<file path="src/rtl/hz_pkg.sv">
// Shared encodings for the pipeline hazard controller.
//   FWD_* : EX operand forwarding mux selects.
//   hz_state_e : hazard FSM states, visible on hz_state of hazard_ctrl_unit.
package hz_pkg;

  localparam logic [1:0] FWD_RF  = 2'b00;  // operand from register file
  localparam logic [1:0] FWD_WB  = 2'b01;  // operand from WB write data
  localparam logic [1:0] FWD_MEM = 2'b10;  // operand from EX/MEM ALU result

  typedef enum logic [1:0] {
    ST_RUN      = 2'b00,
    ST_LU_STALL = 2'b01,
    ST_MEM_WAIT = 2'b10
  } hz_state_e;

endpackage

</file>
<file path="src/rtl/hz_fwd_sel.sv">
// Forwarding select for a single EX source operand.
// Ports:
//   ex_rs_i                    : source register of the EX instruction
//   mem_rd_i/mem_regwrite_i/mem_memread_i : producer currently in MEM
//   wb_rd_i/wb_regwrite_i      : producer currently in WB
//   sel_o                      : FWD_MEM / FWD_WB / FWD_RF
module hz_fwd_sel
  import hz_pkg::*;
#(
  parameter int REG_AW = 5
) (
  input  logic [REG_AW-1:0] ex_rs_i,
  input  logic [REG_AW-1:0] mem_rd_i,
  input  logic              mem_regwrite_i,
  input  logic              mem_memread_i,
  input  logic [REG_AW-1:0] wb_rd_i,
  input  logic              wb_regwrite_i,
  output logic [1:0]        sel_o
);

  logic mem_hit;
  logic wb_hit;

  // A load in MEM has no ALU result to forward; its data arrives from WB later.
  assign mem_hit = mem_regwrite_i && (mem_rd_i != '0) && (mem_rd_i == ex_rs_i)
                   && !mem_memread_i;
  assign wb_hit  = wb_regwrite_i && (wb_rd_i != '0) && (wb_rd_i == ex_rs_i);

  // The MEM producer is younger, so it wins a double match.
  always_comb begin
    sel_o = FWD_RF;
    if (mem_hit)     sel_o = FWD_MEM;
    else if (wb_hit) sel_o = FWD_WB;
  end

endmodule

</file>
<file path="src/rtl/hazard_ctrl_unit.sv">
// Centralised hazard controller for a 5-stage MIPS pipeline.
// Forwarding selects for every EX source, load-use interlock, taken-branch
// flush and a data-memory wait FSM with timeout. Priority each cycle:
// memory wait > branch flush > load-use.
// Ports:
//   clk, rst_n                  : clock, asynchronous active-low reset
//   id_rs/id_src_used           : ID instruction sources and their valids
//   ex_rs                       : EX instruction sources (forwarding)
//   ex_/mem_/wb_rd, *_regwrite  : destination regs and write enables
//   ex_memread, mem_memread     : load present in EX / MEM
//   br_taken                    : branch resolved taken in MEM
//   dmem_req, dmem_ack          : MEM stage data-memory handshake; the access
//                                 completes in the cycle where both are high
//   fwd_sel                     : 2 bits per source (hz_pkg FWD_*)
//   *_stall, *_bubble, *_flush  : pipeline register controls
//   mem_err                     : sticky memory-timeout flag
//   hz_state                    : registered FSM state (hz_pkg hz_state_e)
// Optional build macro HZ_PERF_EN adds perf_stall_cnt / perf_flush_cnt.
module hazard_ctrl_unit
  import hz_pkg::*;
#(
  parameter int NUM_SRC     = 2,
  parameter int REG_AW      = 5,
  parameter int BR_FLUSH    = 3,
  parameter int MEM_TIMEOUT = 16
) (
  input  logic                      clk,
  input  logic                      rst_n,
  input  logic [NUM_SRC*REG_AW-1:0] id_rs,
  input  logic [NUM_SRC-1:0]        id_src_used,
  input  logic [NUM_SRC*REG_AW-1:0] ex_rs,
  input  logic [REG_AW-1:0]         ex_rd,
  input  logic [REG_AW-1:0]         mem_rd,
  input  logic [REG_AW-1:0]         wb_rd,
  input  logic                      ex_regwrite,
  input  logic                      mem_regwrite,
  input  logic                      wb_regwrite,
  input  logic                      ex_memread,
  input  logic                      mem_memread,
  input  logic                      br_taken,
  input  logic                      dmem_req,
  input  logic                      dmem_ack,
  output logic [NUM_SRC*2-1:0]      fwd_sel,
  output logic                      pc_stall,
  output logic                      ifid_stall,
  output logic                      idex_stall,
  output logic                      exmem_stall,
  output logic                      idex_bubble,
  output logic                      memwb_bubble,
  output logic                      ifid_flush,
  output logic                      idex_flush,
  output logic                      exmem_flush,
  output logic                      mem_err,
`ifdef HZ_PERF_EN
  output logic [15:0]               perf_stall_cnt,
  output logic [15:0]               perf_flush_cnt,
`endif
  output logic [1:0]                hz_state
);

  localparam logic [7:0] TMO         = 8'(MEM_TIMEOUT);
  localparam logic       FLUSH_IDEX  = (BR_FLUSH >= 2);
  localparam logic       FLUSH_EXMEM = (BR_FLUSH >= 3);

  hz_state_e      state_q, state_d;
  logic [7:0]     cnt_q, cnt_d;
  logic           err_q, err_d;
  logic [NUM_SRC*2-1:0] fwd_c;

  logic lu_hit, mem_wait, mem_tmo;
  logic pc_stall_c, ifid_stall_c, idex_stall_c, exmem_stall_c;
  logic idex_bubble_c, memwb_bubble_c;
  logic ifid_flush_c, idex_flush_c, exmem_flush_c;

  for (genvar g = 0; g < NUM_SRC; g++) begin : g_fwd
    hz_fwd_sel #(.REG_AW(REG_AW)) u_fwd (
      .ex_rs_i        (ex_rs[g*REG_AW +: REG_AW]),
      .mem_rd_i       (mem_rd),
      .mem_regwrite_i (mem_regwrite),
      .mem_memread_i  (mem_memread),
      .wb_rd_i        (wb_rd),
      .wb_regwrite_i  (wb_regwrite),
      .sel_o          (fwd_c[2*g +: 2])
    );
  end

  always_comb begin
    lu_hit = 1'b0;
    for (int i = 0; i < NUM_SRC; i++) begin
      if (id_src_used[i] && (id_rs[i*REG_AW +: REG_AW] == ex_rd)) lu_hit = 1'b1;
    end
    lu_hit = lu_hit && ex_memread && ex_regwrite && (ex_rd != '0);
  end

  assign mem_wait = dmem_req && !dmem_ack && (cnt_q <  TMO);
  assign mem_tmo  = dmem_req && !dmem_ack && (cnt_q >= TMO);

  // Next state and controls. The state itself does not steer decisions: a
  // held pipeline is simply re-evaluated when the memory wait releases, and
  // LU_STALL cannot re-match because ID/EX now holds a bubble.
  always_comb begin
    state_d        = ST_RUN;
    cnt_d          = '0;
    err_d          = err_q;
    pc_stall_c     = 1'b0;
    ifid_stall_c   = 1'b0;
    idex_stall_c   = 1'b0;
    exmem_stall_c  = 1'b0;
    idex_bubble_c  = 1'b0;
    memwb_bubble_c = 1'b0;
    ifid_flush_c   = 1'b0;
    idex_flush_c   = 1'b0;
    exmem_flush_c  = 1'b0;
    if (mem_wait) begin
      state_d        = ST_MEM_WAIT;
      cnt_d          = cnt_q + 8'd1;
      pc_stall_c     = 1'b1;
      ifid_stall_c   = 1'b1;
      idex_stall_c   = 1'b1;
      exmem_stall_c  = 1'b1;
      memwb_bubble_c = 1'b1;
    end else begin
      // A timeout releases exactly like an ack, only flagging the error.
      if (mem_tmo) err_d = 1'b1;
      if (br_taken) begin
        ifid_flush_c  = 1'b1;
        idex_flush_c  = FLUSH_IDEX;
        exmem_flush_c = FLUSH_EXMEM;
      end else if (lu_hit) begin
        state_d       = ST_LU_STALL;
        pc_stall_c    = 1'b1;
        ifid_stall_c  = 1'b1;
        idex_bubble_c = 1'b1;
      end
    end
  end

  always_ff @(posedge clk or negedge rst_n) begin
    if (!rst_n) begin
      state_q <= ST_RUN;
      cnt_q   <= '0;
      err_q   <= 1'b0;
    end else begin
      state_q <= state_d;
      cnt_q   <= cnt_d;
      err_q   <= err_d;
    end
  end

  // Controls are held inactive for as long as reset is asserted.
  assign fwd_sel      = rst_n ? fwd_c : '0;
  assign pc_stall     = rst_n & pc_stall_c;
  assign ifid_stall   = rst_n & ifid_stall_c;
  assign idex_stall   = rst_n & idex_stall_c;
  assign exmem_stall  = rst_n & exmem_stall_c;
  assign idex_bubble  = rst_n & idex_bubble_c;
  assign memwb_bubble = rst_n & memwb_bubble_c;
  assign ifid_flush   = rst_n & ifid_flush_c;
  assign idex_flush   = rst_n & idex_flush_c;
  assign exmem_flush  = rst_n & exmem_flush_c;
  assign mem_err      = err_q;
  assign hz_state     = state_q;

`ifdef HZ_PERF_EN
  logic [15:0] perf_stall_q, perf_flush_q;

  always_ff @(posedge clk or negedge rst_n) begin
    if (!rst_n) begin
      perf_stall_q <= '0;
      perf_flush_q <= '0;
    end else begin
      if (pc_stall && (perf_stall_q != 16'hFFFF))   perf_stall_q <= perf_stall_q + 16'd1;
      if (ifid_flush && (perf_flush_q != 16'hFFFF)) perf_flush_q <= perf_flush_q + 16'd1;
    end
  end

  assign perf_stall_cnt = perf_stall_q;
  assign perf_flush_cnt = perf_flush_q;
`endif

endmodule

</file>
<file path="config.mk">
export PLATFORM = sky130hd
export DESIGN_NAME = hazard_ctrl_unit
export DESIGN_NICKNAME = d
export VERILOG_FILES = /design/src/rtl/hz_pkg.sv /design/src/rtl/hz_fwd_sel.sv /design/src/rtl/hazard_ctrl_unit.sv
export SDC_FILE = /design/constraint.sdc
export NUM_CORES = 1
export LEC_CHECK = 0
export BUFFER_PORTS_ARGS = -buffer_cell sky130_fd_sc_hd__buf_2
export CORE_MARGIN = 5
export CORE_UTILIZATION = 45
export CTS_BUF_LIST = sky130_fd_sc_hd__clkbuf_8
export DETAILED_ROUTE_END_ITERATION = 10
export PLACE_DENSITY = 0.88
export SYNTH_ARGS = -nofsm -noshare
export SYNTH_HDL_FRONTEND = slang
export SYNTH_SLANG_ARGS = --single-unit
</file>
<file path="constraint.sdc">
create_clock -name clk -period 3.34 [get_ports clk]
set_clock_uncertainty 0.1 [all_clocks]
set_input_delay 0.668 -clock clk [delete_from_list [all_inputs] [get_ports clk]]
set_output_delay 0.668 -clock clk [all_outputs]
set_load 0.02 [all_outputs]
</file>
==> metrics.log <==
INFO  metric power.static_leakage = 0.647 nW
INFO  metric worstPathMaxFanout = 3
INFO  metric grt_usage = 0.179
INFO  metric synth.ff_latch_count = 11
INFO  metric grt_pass1_wl = 3750 um
INFO  metric worstSetupPathType = input pin to output port
INFO  metric cts.sink_count = 11
INFO  metric drt-initial-drc-count = 2
INFO  metric cts.path.max_buffers = 2
INFO  metric final_min_period_over_clock_period = 0.836
INFO  metric timing_max_transition_violations_final = 0
INFO  metric htree_num_levels = 1
INFO  metric antenna_violating_nets_left = 0
INFO  metric placedInstanceArea = 1190 um2
INFO  metric floorplan.die.width = 54.0 um
INFO  metric postSynthAreaPerCell = 9.45 um2
INFO  metric floorplan.die_area = 2910 um2
INFO  metric first_pass_iters = 3
INFO  metric critPathLaunchType = input pin
INFO  metric yosys_warnings = 0
INFO  metric max_clock_freq = 0.358 GHz
INFO  metric ys_seq_area_frac = 0.317
INFO  metric stdcell_area = 1240 um2
INFO  metric post_synth_instance_area = 870 um2
INFO  metric crit_arrival = 2.03 ns
INFO  metric port-buffer-count = 62
INFO  metric clkTransAtPathRegs = 0.05 ns
INFO  metric maxCapViolations = 0
INFO  metric routed_wire_length_per_instance = 13.0 um
INFO  metric route.detailed.vias_per_inst = 4.89
INFO  metric cts_inserted_buffers = 3
INFO  metric hold_buffers = 0
INFO  metric die_height = 54.0 um
INFO  metric run_status = complete, no violations
INFO  metric finalCoreUtilization = 0.650
INFO  metric finish.net_count = 205
INFO  metric cts_setup_buffers = 0
INFO  metric cts_tree = yes
INFO  metric final.setup.tns = 0 ns
INFO  metric worst_hold_path_type = input pin to async pin
INFO  metric final_layout_size_suffix_gt1_frac = 0.449
INFO  metric boundaryPins = 63
INFO  metric final.min_clock_period = 2.79 ns
INFO  metric global_route.overflow_total = 0
INFO  metric async_flop_share = 1.00
INFO  metric num_antenna_cells = 0
INFO  metric number_of_antenna_violations_at_the_first_check_in_global_routing = 0
INFO  metric drc = 0
INFO  metric numPlacedInstances = 179
INFO  metric worst_setup_path_end_kind = output port
INFO  metric worst-endpoint-required = 2.57 ns
INFO  metric ctsRootBufferMaster = sky130_fd_sc_hd__clkbuf_8
INFO  metric globalplace.congestion = 0.777
INFO  metric synth-main-ff-cell = sky130_fd_sc_hd__dfrtp_1
INFO  metric yosys.cell_types.count = 28
INFO  metric power.density_cell_area = 286 nW/um2
INFO  metric area.growth.synth_to_final = 42.2%
INFO  metric crit_path_cell_trace = buf_2 > or4_1 > o21ai_2 > nor4_1 > nor4_2 > buf_2
INFO  metric setup_viol = 0
INFO  metric clock_insertion_delay_worst_skew = 0.23 ns
INFO  metric fp-row-count = 16
INFO  metric synth_cells = 92
INFO  metric grt_start_max_net_pins = 17
INFO  metric synth_enable_flop_cells = 0
INFO  metric cts_resized = 0
INFO  metric totalWireLength = 2380 um
INFO  metric first_global_vias = 942
INFO  metric core_area = 1900 um2
INFO  metric critical-path-slowest-cell = sky130_fd_sc_hd__or4_1
INFO  metric final_cell_count_no_fill = 183
INFO  metric rsz_0062_raised_after_global_routing = no
INFO  metric floorplan.initialDensity = 0.457
INFO  metric critical-path-max-stage-delay = 0.53 ns
INFO  metric report.final.hold_viol_count = 0
INFO  metric dpl.hpwl = 2140 um
INFO  metric worst_ir_drop_vdd = 0.234 mV
INFO  metric critical-path-top-cell-by-count = sky130_fd_sc_hd__buf_2
INFO  metric route.vias.total = 894
==> cells by family (layout without fill, tap and decap cells) <==
kind of cell | after synthesis | in the layout | synth area share
xor gates and xnor gates | 32 | 32 | 0.322
and+or+nand+nor | 32 | 32 | 0.227
DFF | 11 | 11 | 0.317
buffers and inverters | 8 | 70 | 0.0561
AOI/OAI and AO/OA | 7 | 7 | 0.0590
adders and majority gates | 1 | 1 | 0.0144
other | 1 | 3 | 0.00431
==> synth_stat cells (2+ instances only) <==
| master | n | area (um2) |
|---|---|---|
| sky130_fd_sc_hd__and2_1 | 3 | 18.8 |
| sky130_fd_sc_hd__dfrtp_1 | 11 | 275 |
| sky130_fd_sc_hd__inv_1 | 2 | 7.51 |
| sky130_fd_sc_hd__nor2_1 | 5 | 18.8 |
| sky130_fd_sc_hd__nand2_1 | 2 | 7.51 |
| sky130_fd_sc_hd__nor4_2 | 2 | 25.0 |
| sky130_fd_sc_hd__xor2_1 | 23 | 201 |
| sky130_fd_sc_hd__or4_1 | 5 | 37.5 |
| sky130_fd_sc_hd__xnor2_1 | 9 | 78.8 |
| sky130_fd_sc_hd__nor4_1 | 6 | 37.5 |
| sky130_fd_sc_hd__nand3_1 | 3 | 15.0 |
| sky130_fd_sc_hd__buf_4 | 5 | 37.5 |
==> layout make-up <==
class                   instances  area [um2]
flip-flops and latches         11         275
fillers                       157         666
well taps                      27        33.8
repair buffers                 63         318
clock inverters                 1        3.75
multi-input cells              75         553
inverters                       3        11.3
clock buffers                   3        41.3
==> layout by cell type (no fill, tap or decap), types with 2 or more instances in the layout <==
master,n
sky130_fd_sc_hd__buf_2,62
sky130_fd_sc_hd__nor2_1,5
sky130_fd_sc_hd__xor2_1,23
sky130_fd_sc_hd__conb_1,3
sky130_fd_sc_hd__dfrtp_1,11
sky130_fd_sc_hd__or4_1,5
sky130_fd_sc_hd__nand2_1,2
sky130_fd_sc_hd__nor4_1,6
sky130_fd_sc_hd__inv_1,3
sky130_fd_sc_hd__nand3_1,3
sky130_fd_sc_hd__xnor2_1,9
sky130_fd_sc_hd__and2_1,3
sky130_fd_sc_hd__clkbuf_8,3
sky130_fd_sc_hd__nor4_2,2
==> sequential cells by signal, indices dropped and copies added (netlist names) <==
register / cells
cnt_q: 8
mem_err: 1
hz_state: 2
==> layer usage <==
| metal | GRT usage | routed length (um) |
|---|---|---|
| met1 | 0.171 | 801 |
| met2 | 0.363 | 1270 |
| met3 | 0.0360 | 264 |
| met4 | 0.0638 | 45 |
| met5 | 0 | 0 |
==> worst paths after layout <==
check                           depth (start not counted)                  to  slack (ns)          startpoint
worst max-delay path                                    6          fwd_sel[0]        0.55           mem_rd[0]
worst min-delay path                                    2  cnt_q[6]$_DFF_PN0_        0.28               rst_n
worst max register to register                          4  cnt_q[1]$_DFF_PN0_        1.84  cnt_q[4]$_DFF_PN0_
worst min register to register                          1  cnt_q[0]$_DFF_PN0_        0.37  cnt_q[0]$_DFF_PN0_
max in group asynchronous                               2  cnt_q[0]$_DFF_PN0_        2.69               rst_n
min in group clk                                        1  cnt_q[0]$_DFF_PN0_        0.37  cnt_q[0]$_DFF_PN0_
==> critical path: cells and delay by family <==
kind                   cells  cell delay (ns)
buffers and inverters      2             0.32
AND/OR/NAND/NOR            3             0.89
AO/OA/AOI/OAI              1             0.15
==> through the flow <==
stage	total power [mW]	worst slack [ns]	hold WS [ns]
CTS	0.358	0.538	0.290
global route	0.374	0.365	0.300
detailed placement	0.231	0.538	0.366
global placement	0.226	0.583	0.344
floorplan	0.181	0.432	0.272
finish	0.353	0.547	0.283
==> power by group <==
part           internal (mW)  switching, mW
Combinational         0.0446         0.0473
Sequential             0.136       0.000719
Clock                 0.0802         0.0447
Note: power is estimated with default switching activity, not from simulation.
